File: src/rtl/uart_rx.sv
// 8N1 UART receiver. The serial line is double-flopped into the clock domain, the
// start bit is confirmed at mid-bit, and each data/stop bit is then sampled one full
// bit period later, i.e. at its own mid-bit. A good stop bit produces a one-cycle
// o_Rx_DV strobe with the byte; a low stop bit produces a one-cycle o_Rx_Frame_Err
// strobe, after which the receiver waits for the line to return high before
// re-arming, so a held break yields a single error.
module uart_rx #(
    parameter int unsigned CLKS_PER_BIT = 174
) (
    input  logic       clock,
    input  logic       rst,
    input  logic       i_Rx_Serial,
    output logic       o_Rx_DV,
    output logic [7:0] o_Rx_Byte,
    output logic       o_Rx_Frame_Err,
    output logic       o_Rx_Busy
);

    // Mid-bit offset used to confirm the start bit.
    localparam int unsigned HALF_BIT = (CLKS_PER_BIT - 1) / 2;

    // Counter compare values; the counter is 8 bits, so CLKS_PER_BIT must stay <= 255.
    localparam logic [7:0] LastCnt = 8'(CLKS_PER_BIT - 1);
    localparam logic [7:0] HalfCnt = 8'(HALF_BIT);

    typedef enum logic [2:0] {
        StIdle,
        StStart,
        StData,
        StStop,
        StCleanup,
        StWaitHigh
    } state_e;

    state_e     state_q, state_d;
    logic [7:0] cnt_q, cnt_d;
    logic [2:0] idx_q, idx_d;
    logic [7:0] shift_q, shift_d;
    logic [7:0] byte_q, byte_d;
    logic       dv_q, dv_d;
    logic       err_q, err_d;
    logic       sync1_q, sync1_d;
    logic       rx_s_q, rx_s_d;
    logic       rx_s;

    // Two-flop synchronizer inputs; everything downstream uses rx_s only.
    always_comb begin
        sync1_d = i_Rx_Serial;
        rx_s_d  = sync1_q;
    end

    assign rx_s = rx_s_q;

    // Synchronizer flops; they reset to the idle (high) line level so that leaving
    // reset never looks like a start edge.
    always_ff @(posedge clock) begin
        if (!rst) begin
            sync1_q <= 1'b1;
            rx_s_q  <= 1'b1;
        end else begin
            sync1_q <= sync1_d;
            rx_s_q  <= rx_s_d;
        end
    end

    // Receive FSM: next state, bit-period counter, bit index, shift register and strobes.
    always_comb begin
        state_d = state_q;
        cnt_d   = cnt_q;
        idx_d   = idx_q;
        shift_d = shift_q;
        byte_d  = byte_q;
        dv_d    = 1'b0;
        err_d   = 1'b0;

        unique case (state_q)
            StIdle: begin
                cnt_d = 8'd0;
                idx_d = 3'd0;
                if (!rx_s) begin
                    state_d = StStart;
                end
            end

            StStart: begin
                if (cnt_q == HalfCnt) begin
                    cnt_d = 8'd0;
                    // Still low at mid-bit: a real start bit. High again: a glitch.
                    state_d = rx_s ? StIdle : StData;
                end else begin
                    cnt_d = cnt_q + 8'd1;
                end
            end

            StData: begin
                if (cnt_q == LastCnt) begin
                    cnt_d          = 8'd0;
                    shift_d[idx_q] = rx_s;
                    if (idx_q == 3'd7) begin
                        idx_d   = 3'd0;
                        state_d = StStop;
                    end else begin
                        idx_d = idx_q + 3'd1;
                    end
                end else begin
                    cnt_d = cnt_q + 8'd1;
                end
            end

            StStop: begin
                if (cnt_q == LastCnt) begin
                    cnt_d = 8'd0;
                    if (rx_s) begin
                        byte_d = shift_q;
                        dv_d   = 1'b1;
                    end else begin
                        // Framing error: the previously delivered byte is kept.
                        err_d = 1'b1;
                    end
                    state_d = StCleanup;
                end else begin
                    cnt_d = cnt_q + 8'd1;
                end
            end

            StCleanup: begin
                // err_q is high exactly in this cycle when the stop bit was bad.
                state_d = err_q ? StWaitHigh : StIdle;
            end

            StWaitHigh: begin
                if (rx_s) begin
                    state_d = StIdle;
                end
            end

            default: begin
                state_d = StIdle;
            end
        endcase
    end

    // State and datapath registers with synchronous active-low reset.
    always_ff @(posedge clock) begin
        if (!rst) begin
            state_q <= StIdle;
            cnt_q   <= 8'd0;
            idx_q   <= 3'd0;
            shift_q <= 8'd0;
            byte_q  <= 8'd0;
            dv_q    <= 1'b0;
            err_q   <= 1'b0;
        end else begin
            state_q <= state_d;
            cnt_q   <= cnt_d;
            idx_q   <= idx_d;
            shift_q <= shift_d;
            byte_q  <= byte_d;
            dv_q    <= dv_d;
            err_q   <= err_d;
        end
    end

    assign o_Rx_DV        = dv_q;
    assign o_Rx_Byte      = byte_q;
    assign o_Rx_Frame_Err = err_q;
    assign o_Rx_Busy      = (state_q != StIdle);

endmodule

File: config.mk
export PLATFORM = sky130hd
export DESIGN_NAME = uart_rx
export DESIGN_NICKNAME = d
export VERILOG_FILES = /design/src/rtl/uart_rx.sv
export SDC_FILE = /design/constraint.sdc
export NUM_CORES = 1
export LEC_CHECK = 0
export ABC_AREA = 1
export CAP_MARGIN = 30
export CORE_MARGIN = 10
export CORE_UTILIZATION = 60
export DETAILED_ROUTE_END_ITERATION = 16
export GPL_TIMING_DRIVEN = 0
export HOLD_SLACK_MARGIN = 0.05
export PLACE_DENSITY = 0.82
export SLEW_MARGIN = 20
export SYNTH_ARGS = -nofsm -noshare
export SYNTH_HDL_FRONTEND = slang
export SYNTH_SLANG_ARGS = --single-unit
File: constraint.sdc
create_clock -name clock -period 2.6 [get_ports clock]
set_input_delay 0.26 -clock clock [delete_from_list [all_inputs] [get_ports clock]]
set_output_delay 0.26 -clock clock [all_outputs]
set_load 0.01 [all_outputs]
==> impl_metrics.yaml, run 1 <==
clocking:
  clockBufferDepth: 2
  hold_buffers: 0
  cts.clk_slew.worst_paths_ns: 0.11
  cts-root-buf: "clkbuf_4"
  cts_buffers: 5
  insertion_delay_ns: 0.35
  cts_tree: "yes"
  numClockSinks: 34
  cts_max_level: 2
  cts_setup_buffers: 0
  post_cts_resized: 0
timing:
  max_freq_mhz: 520
  worst_pin_slew_ns: 0.445
  final.setup.tns_ns: 0
  hold_violations: 0
  fin_skew_ns: 0.0122
  grt_setup_unrepaired: "no"
  finalSetupViolCount: 0
  fin_crit_sh_pct: 74.0
  drv_slew: 0
  fin_crit_ns: 1.92
  max_slew_margin_pct: 70.3
floorplanning:
  core_sq_mm: 0.00273
  io_pins: 14
  initial_utilization_pct: 62.5
  chipHeight_um: 73.4
  rows: 19
  die_area_sq_mm: 0.00538
  die_w_um: 73.4
grt:
  grt_use_total_pct: 14.8
  grt_max_degree: 13
  grt_pass1_vias: 1372
  antenna_found_initial: 0
  grt_overflow: 0
  grt_pass1_wl_mm: 6.34
synth:
  synth_most_common_cell: "nor2_1"
  synth_compound_area_share_pct: 12.7
  synth_area_leader_cell: "dfxtp_1"
  avgSynthCellArea_sq_um: 7.24
  synth_ff_type: "dfxtp_1"
  synthesis.nets: 244
  synth_commonest_cells: "nor2_1 (42), dfxtp_1 (34), nand2_1 (34), o21ai_0 (26), inv_1 (20)"
  ys_ff_latch: 34
  synth_top_family_by_area: "simple AND/OR/NAND/NOR gates"
  synth-simple-area-share_pct: 35.7
  synth.yosys.seq_area_share_pct: 39.9
  yosys_warnings: 0
  ys_async_sr_fraction_pct: 0
  netlist_area_sq_mm: 0.00171
  synth_cells: 236
  synth_fa_ha_area_share_pct: 3.66
  synth_mux_area_share_pct: 0
  yosysUniqueCellTypes: 26
  synth_edf_count: 0
  synthTopCellsByArea: "dfxtp_1 (40%), nor2_1 (9.2%), o21ai_0 (7.6%)"
  synthXorXnorAreaFrac_pct: 0.513
  synth_top_area_share_pct: 39.9
cells_and_area:
  syn_to_final_growth_pct: 15.5
  diodes: 0
  drive_gt1_share_pct: 12.9
  fin_area_sq_mm: 0.00197
  nFillCells: 232
  fin_cells: 287
  finish.utilization_pct: 72.2
  finalNetCount: 263
worst_setup_path:
  critPathKind: "reg2out"
  rr_endpoint: "state_q[0]"
  reg2reg_depth: 9
  cp-startpoint: "state_q[2]"
  cp.required_ns: 2.34
  worstSetupEndpoint: "o_Rx_Busy"
  startpoint_type: "flop"
  timing.rr.start: "cnt_q[0]"
  critPathArrivalTime_ns: 1.66
  end_kind: "primary output"
  critPathMaxFanout: 10
  rrSetupSlack_ns: 1.01
min_path:
  hold_path.class: "in2reg"
  hold_start: "rst"
power_and_ir_drop:
  combPwrFrac_pct: 38.5
  p_leak_nw: 0.812
  p_total_mw: 1.84
  switchingPower_uw: 728
  pwr-share-seq_pct: 34.6
  switching_share_pct: 39.6
  powerDensity_mw_per_mm2: 933
  p_int_mw: 1.11
  peakVddDrop_mv: 0.753
  power.clock.fraction_pct: 26.9
route:
  drc: 0
  vias: 1587
  postRouteAntennaNets: 0
  viasPerCell: 5.53
  drtPass1Iterations: 4
  wl_mm: 3.73
  wl_per_cell_um: 13.0
  dr.first_iter.drc_count: 155
place:
  gp_congestion: 0.836
  hpwl_mm: 2.71
  dp.cells: 279
  dpl-instance-area_sq_mm: 0.00187
  io_buffers: 12
status:
  outcome: "completed"
run:
  max_cap_violations: 0
## flip-flops by register name, summed over array words and instances (netlist names)
register / count
cnt_q: 8
o_Rx_Byte: 8
shift_q: 8
idx_q: 3
state_q: 3
o_Rx_DV: 1
o_Rx_Frame_Err: 1
rx_s: 1
rx_s_d: 1
## cell usage in the layout (no fill, tap or decap), types with 2 or more instances in the layout
cell type	n
nand4_1	13
o21ai_0	26
clkbuf_1	4
bufinv_16	2
or2_2	2
a21oi_1	16
clkbuf_4	5
clkdlybuf4s50_1	12
inv_2	4
nor2_2	5
nand2_4	2
dfxtp_1	34
inv_1	20
nor2_4	3
nand3_1	9
nor3_1	5
ha_1	5
nand2_1	34
nor2_1	42
nand2_2	3
## critical path, cell delays in order, from the launching register on
cell	delay (ns)
dfxtp_1	0.34
buf_6	0.15
clkinv_2	0.13
nand2_1	0.14
clkdlybuf4s50_1	0.55
## cell families after synthesis
kind of cell    after synthesis
compound gates               43
xor+xnor                      1
fa+ha+maj                     5
buf+inv                      32
flops                        34
simple gates                121
## power groups by stage
stage	combinational, mW	sequential [mW]	clock [mW]
after global placement	0.678	0.643	0
after global routing	0.804	0.646	0.525
after floorplan	0.550	0.630	0
after detailed placement	0.691	0.647	0
after CTS	0.699	0.636	0.505
final	0.708	0.637	0.496
## per-stage QoR
stage               hold slack [ns]  worst slack (ns)
detailed placement            0.407              1.06
global route                  0.315             0.577
global placement              0.395              1.07
CTS                           0.292             0.661
floorplan                     0.367              1.26
finish                        0.316             0.677
## worst min-delay path by stage
| stage | to | slack [ns] | cells after the start |
|---|---|---|---|
| finish | cnt_q[1] | 0.32 | 3 |
| global route | state_q[1] | 0.31 | 3 |
| CTS | state_q[1] | 0.29 | 3 |
| detailed placement | rx_s | 0.41 | 1 |
| global placement | rx_s | 0.39 | 1 |
| floorplan | rx_s_d | 0.37 | 1 |
## routing by layer
layer  wire length [um]  vias to the layer above  track usage [%]
met5                  0                        -                0
met4                 85                        0             7.87
met3                327                        8             5.92
met2               1520                       48             20.0
met1               1800                      716             19.6
li1                   -                      815                -
## layout make-up
class,count,area [sq um],share of cell area [%]
well taps,31,38.8,1.97
clock inverters,3,68.8,3.49
flip-flops and latches,34,681,34.5
repair buffers,12,120,6.09
inverters,26,98.8,5.01
multi-input cells,170,897,45.5
plain buffers,6,31.3,1.59
clock buffers,5,37.5,1.90
No activity file was read; power rests on OpenSTA's default activity.
==> run 2: changes to the inputs <==
--- a/config.mk
+++ b/config.mk
@@ -8,11 +8,11 @@
 export ABC_AREA = 1
 export CAP_MARGIN = 30
 export CORE_MARGIN = 10
-export CORE_UTILIZATION = 60
+export CORE_UTILIZATION = 57
 export DETAILED_ROUTE_END_ITERATION = 16
 export GPL_TIMING_DRIVEN = 0
 export HOLD_SLACK_MARGIN = 0.05
-export PLACE_DENSITY = 0.82
+export PLACE_DENSITY = 0.78
 export SLEW_MARGIN = 20
 export SYNTH_ARGS = -nofsm -noshare
 export SYNTH_HDL_FRONTEND = slang
==> constraint.sdc (replaced) <==
create_clock -name clock -period 1.9 [get_ports clock]
set_input_delay 0.19 -clock clock [delete_from_list [all_inputs] [get_ports clock]]
set_output_delay 0.19 -clock clock [all_outputs]
set_load 0.01 [all_outputs]
==> impl_metrics.yaml, run 2 (same netlist as run 1, synthesis figures left out) <==
timing:
  final.setup.tns_ns: 0
  finalSetupViolCount: 0
  worst_pin_slew_ns: 0.475
  max_freq_mhz: 645
  fin_skew_ns: 0.0107
  setup_slack_ns: 0.350
  fin_crit_sh_pct: 81.6
  fin_crit_ns: 1.55
  worst_hold_slack_ns: 0.257
  grt_setup_unrepaired: "no"
  hold_violations: 0
  drv_slew: 0
  max_slew_margin_pct: 68.3
status:
  outcome: "completed"
cells_and_area:
  final_cell_mix: "nor2_1 (42), nand2_1 (34), dfxtp_1 (34)"
  final_common_cell: "nor2_1"
  fin_cells: 287
  syn_to_final_growth_pct: 16.0
  diodes: 0
  finalNetCount: 263
  finish.utilization_pct: 70.6
  seq_area_sq_um: 681
  nFillCells: 241
  drive_gt1_share_pct: 12.9
  multi_input_area_sq_um: 897
clocking:
  cts_setup_buffers: 0
  cts_max_level: 2
  post_cts_resized: 0
  cts_buffers: 5
  clockBufferDepth: 2
  insertion_delay_ns: 0.34
  cts-root-buf: "clkbuf_4"
  numClockSinks: 34
  cts.clk_slew.worst_paths_ns: 0.10
  cts_tree: "yes"
  hold_buffers: 0
worst_setup_path:
  max_stage_delay_ns: 0.43
  critPathKind: "reg2reg"
  path_cells: "ha_1 -> inv_1 -> nor2_2 -> nand3_4 -> nand2_4 -> nand2_4 -> nor2_2 -> nor2_1 -> nor2_1"
  crit_buf_inv: 1
  path_delay_family: "simple AND/OR/NAND/NOR gates"
  cp_slowest_cell: "dfxtp_1"
  end_kind: "flop"
  startpoint_type: "flop"
  critPathMaxFanout: 7
  critPathArrivalTime_ns: 1.83
  cp.required_ns: 2.18
place:
  io_buffers: 12
  gp_congestion: 0.835
  dpl_worst_slack_ns: 0.365
  hpwl_mm: 2.62
  dp.cells: 279
power_and_ir_drop:
  peakVddDrop_mv: 1.14
  p_leak_nw: 0.826
  powerDensity_mw_per_mm2: 1260
floorplanning:
  core_sq_mm: 0.00281
  die_w_um: 74.7
  chipHeight_um: 74.7
  die_area_sq_mm: 0.00559
  initial_utilization_pct: 60.9
  io_pins: 14
  rows: 19
grt:
  grt_pass1_wl_mm: 5.97
  grt_max_degree: 12
  grt_use_total_pct: 13.9
  antenna_found_initial: 0
  grt_overflow: 0
  grt_pass1_vias: 1278
route:
  wl_per_cell_um: 12.4
  wl_mm: 3.56
  vias: 1564
  drtPass1Iterations: 4
  drc: 0
  viasPerCell: 5.45
  dr.first_iter.drc_count: 158
  postRouteAntennaNets: 0
min_path:
  hold_path.class: "in2reg"
run:
  max_cap_violations: 0
==> run 2: cell count changes in the layout (fill, tap and decap cells not counted) <==
cell,change
clkbuf_8,+1
clkdlybuf4s50_1,-1
clkinv_4,-1
dlymetal6s2s_1,+1
==> run 2: path summary, 6_finish.rpt <==
| kind | from | cells past startpoint | to | slack, ns |
|---|---|---|---|---|
| setup / recovery | cnt_q[0] | 9 | state_q[2] | 0.35 |
| hold / removal | rst | 3 | state_q[1] | 0.26 |
| setup reg to reg | cnt_q[0] | 9 | state_q[2] | 0.35 |
| hold reg to reg | rx_s_d | 1 | rx_s | 0.43 |
==> run 2: area by class of cell <==
cell class,instances,area share (%)
clock buffer,6,2.59
clock inverter,2,3.03
timing repair buffer,12,6.19
sequential,34,34.4
buffer,6,1.58
tap,31,1.96
multi-input combinational,170,45.3
inverter,26,4.99
==> run 2: metrics by stage <==
| stage | total power [mW] | area (sq um) |
|---|---|---|
| after CTS | 2.53 | 1980 |
| after global routing | 2.68 | 1980 |
| after global placement | 1.81 | 1870 |
| after floorplan | 1.61 | 1710 |
| final | 2.50 | 1980 |
| after detailed placement | 1.83 | 1870 |
==> run 2: report_power, final <==
| group | switching [mW] | internal [mW] |
|---|---|---|
| Clock | 0.241 | 0.446 |
| Sequential | 0.0834 | 0.785 |
| Combinational | 0.623 | 0.322 |
==> run 2: worst min-delay path, cell delays in order <==
cell      delay, ns
clkbuf_1       0.21
nand2_1        0.12
nor2_1         0.03
==> run 2: metal layers <==
layer | up-vias | wire length, um | GRT usage (%)
li1 | 815 | - | -
met1 | 693 | 1840 | 19.8
met2 | 52 | 1370 | 18.3
met3 | 4 | 295 | 4.86
met4 | 0 | 54 | 5.67
met5 | - | 0 | 0
==> run 3: changes to the inputs <==
--- a/config.mk
+++ b/config.mk
@@ -8,11 +8,11 @@
 export ABC_AREA = 1
 export CAP_MARGIN = 30
 export CORE_MARGIN = 10
-export CORE_UTILIZATION = 57
+export CORE_UTILIZATION = 51
 export DETAILED_ROUTE_END_ITERATION = 16
 export GPL_TIMING_DRIVEN = 0
 export HOLD_SLACK_MARGIN = 0.05
-export PLACE_DENSITY = 0.78
+export PLACE_DENSITY = 0.74
 export SLEW_MARGIN = 20
 export SYNTH_ARGS = -nofsm -noshare
 export SYNTH_HDL_FRONTEND = slang
==> constraint.sdc (replaced) <==
create_clock -name clock -period 1.4 [get_ports clock]
set_input_delay 0.14 -clock clock [delete_from_list [all_inputs] [get_ports clock]]
set_output_delay 0.14 -clock clock [all_outputs]
set_load 0.01 [all_outputs]
==> impl_metrics.yaml, run 3 (same netlist as run 1, synthesis figures left out) <==
route:
  postRouteAntennaNets: 0
  vias: 1610
  drtPass1Iterations: 5
  dr.first_iter.drc_count: 184
  viasPerCell: 5.13
  wl_mm: 4.07
  drc: 0
  wl_per_cell_um: 13.0
place:
  hpwl_mm: 2.65
  gp_congestion: 0.829
  dp.cells: 292
  io_buffers: 12
cells_and_area:
  drive_gt1_share_pct: 31.5
  fin_cells: 314
  finalNetCount: 277
  diodes: 0
  final_common_cell: "nor2_1"
  nFillCells: 236
  seq_area_sq_um: 701
  final_cell_mix: "nor2_1 (37), nand2_1 (26), dfxtp_1 (24)"
  multi_input_area_sq_mm: 0.00103
  syn_to_final_growth_pct: 34.5
timing:
  hold_violations: 0
  finalSetupViolCount: 3
  worst_hold_slack_ns: 0.227
  drv_slew: 0
  fin_crit_ns: 1.42
  max_freq_mhz: 706
  setup_slack_ns: -0.0165
  worst_pin_slew_ns: 0.515
  max_slew_margin_pct: 65.6
  grt_setup_unrepaired: "yes"
  fin_crit_sh_pct: 101
  final.setup.tns_ns: -0.0319
  fin_skew_ns: 0.0123
clocking:
  cts_buffers: 5
  insertion_delay_ns: 0.34
  clockBufferDepth: 2
  cts.clk_slew.worst_paths_ns: 0.10
  cts_tree: "yes"
  cts-root-buf: "clkbuf_4"
  cts_max_level: 2
  numClockSinks: 34
worst_setup_path:
  critPathKind: "reg2reg"
  end_kind: "flop"
  critPathArrivalTime_ns: 1.65
  startpoint_type: "flop"
  critPathMaxFanout: 4
  cp.required_ns: 1.63
floorplanning:
  die_area_sq_mm: 0.00606
  die_w_um: 77.9
  rows: 20
  core_sq_mm: 0.00313
  chipHeight_um: 77.9
  io_pins: 14
  initial_utilization_pct: 54.6
grt:
  grt_max_degree: 12
  grt_use_total_pct: 12.7
  grt_pass1_vias: 1446
  antenna_found_initial: 0
  grt_overflow: 0
  grt_pass1_wl_mm: 6.56
status:
  violations: "negative setup slack"
  outcome: "complete, but fails checks"
power_and_ir_drop:
  peakVddDrop_mv: 1.00
  powerDensity_mw_per_mm2: 1670
  p_leak_nw: 1.07
  p_total_mw: 3.84
min_path:
  hold_path.class: "in2reg"
run:
  max_cap_violations: 0
==> run 3: changes by cell type in the layout (fill, tap and decap cells not counted), moves of 7 or more <==
| cell | previous run | this run |
|---|---|---|
| clkdlybuf4s50_1 | 11 | 3 |
| nand2_1 | 34 | 26 |
| dfxtp_2 | 0 | 7 |
| o21ai_0 | 26 | 17 |
| buf_4 | 0 | 10 |
| dlymetal6s2s_1 | 1 | 8 |
| dfxtp_1 | 34 | 24 |
| nand2_2 | 3 | 10 |
==> run 3: routing by layer <==
| metal | up-vias | part of all wire (%) | global-route usage, % |
|---|---|---|---|
| met5 | - | 0 | 0 |
| met4 | 0 | 0.96 | 5.11 |
| met3 | 4 | 7.1 | 4.49 |
| met2 | 46 | 43 | 17.6 |
| met1 | 718 | 49 | 17.4 |
| li1 | 842 | - | - |
==> run 3: repair_timing <==
| item | in CTS | in global routing |
|---|---|---|
| pin swaps | 7 | 18 |
| gates resized for setup | 29 | 47 |
| setup buffers | 5 | 9 |
| hold buffers | 0 | 0 |
| endpoints found under the setup margin | 31 | 38 |
==> run 3: area by class of cell <==
cell class                      count  area share, %
Buffer                              6           1.42
Multi-Input combinational cell    170           44.9
Clock buffer                        6           2.23
Tap cell                           44           2.40
Clock inverter                      2           2.61
Timing Repair Buffer               26           11.4
Sequential cell                    34           30.5
Inverter                           26           4.58
==> run 3: worst paths after layout <==
check	from	to	slack, ns	cells past startpoint
worst min register to register	rx_s_d	rx_s	0.42	1
worst min-delay path	rst	o_Rx_Byte[6]	0.23	3
worst max-delay path	cnt_q[0]	state_q[2]	-0.02	10
worst max register to register	cnt_q[0]	state_q[2]	-0.02	10
==> run 3: worst max-delay path, cell delays in order (launching register included) <==
cell,delay (ns)
dfxtp_4,0.38
inv_1,0.10
ha_4,0.14
nand2_2,0.05
nor2_2,0.13
nand2_2,0.10
nand2_8,0.12
buf_6,0.10
nand4_1,0.09
nand2_1,0.07
nor2_1,0.04
==> run 3: stage by stage <==
step / util [%] / setup WS, ns / area, sq um
floorplan: - / 0.0619 / 1710
CTS: 67.1 / 0.00608 / 2100
global placement: 60.2 / -0.105 / 1880
global route: 73.4 / -0.101 / 2300
finish: 73.4 / -0.0165 / 2300
detailed placement: 60.2 / -0.162 / 1880
==> run 3: power by group <==
group	internal, mW	switching, mW	leakage, nW
combinational	0.642	1.05	0.733
clock	0.605	0.332	0.0585
sequential	1.09	0.125	0.281
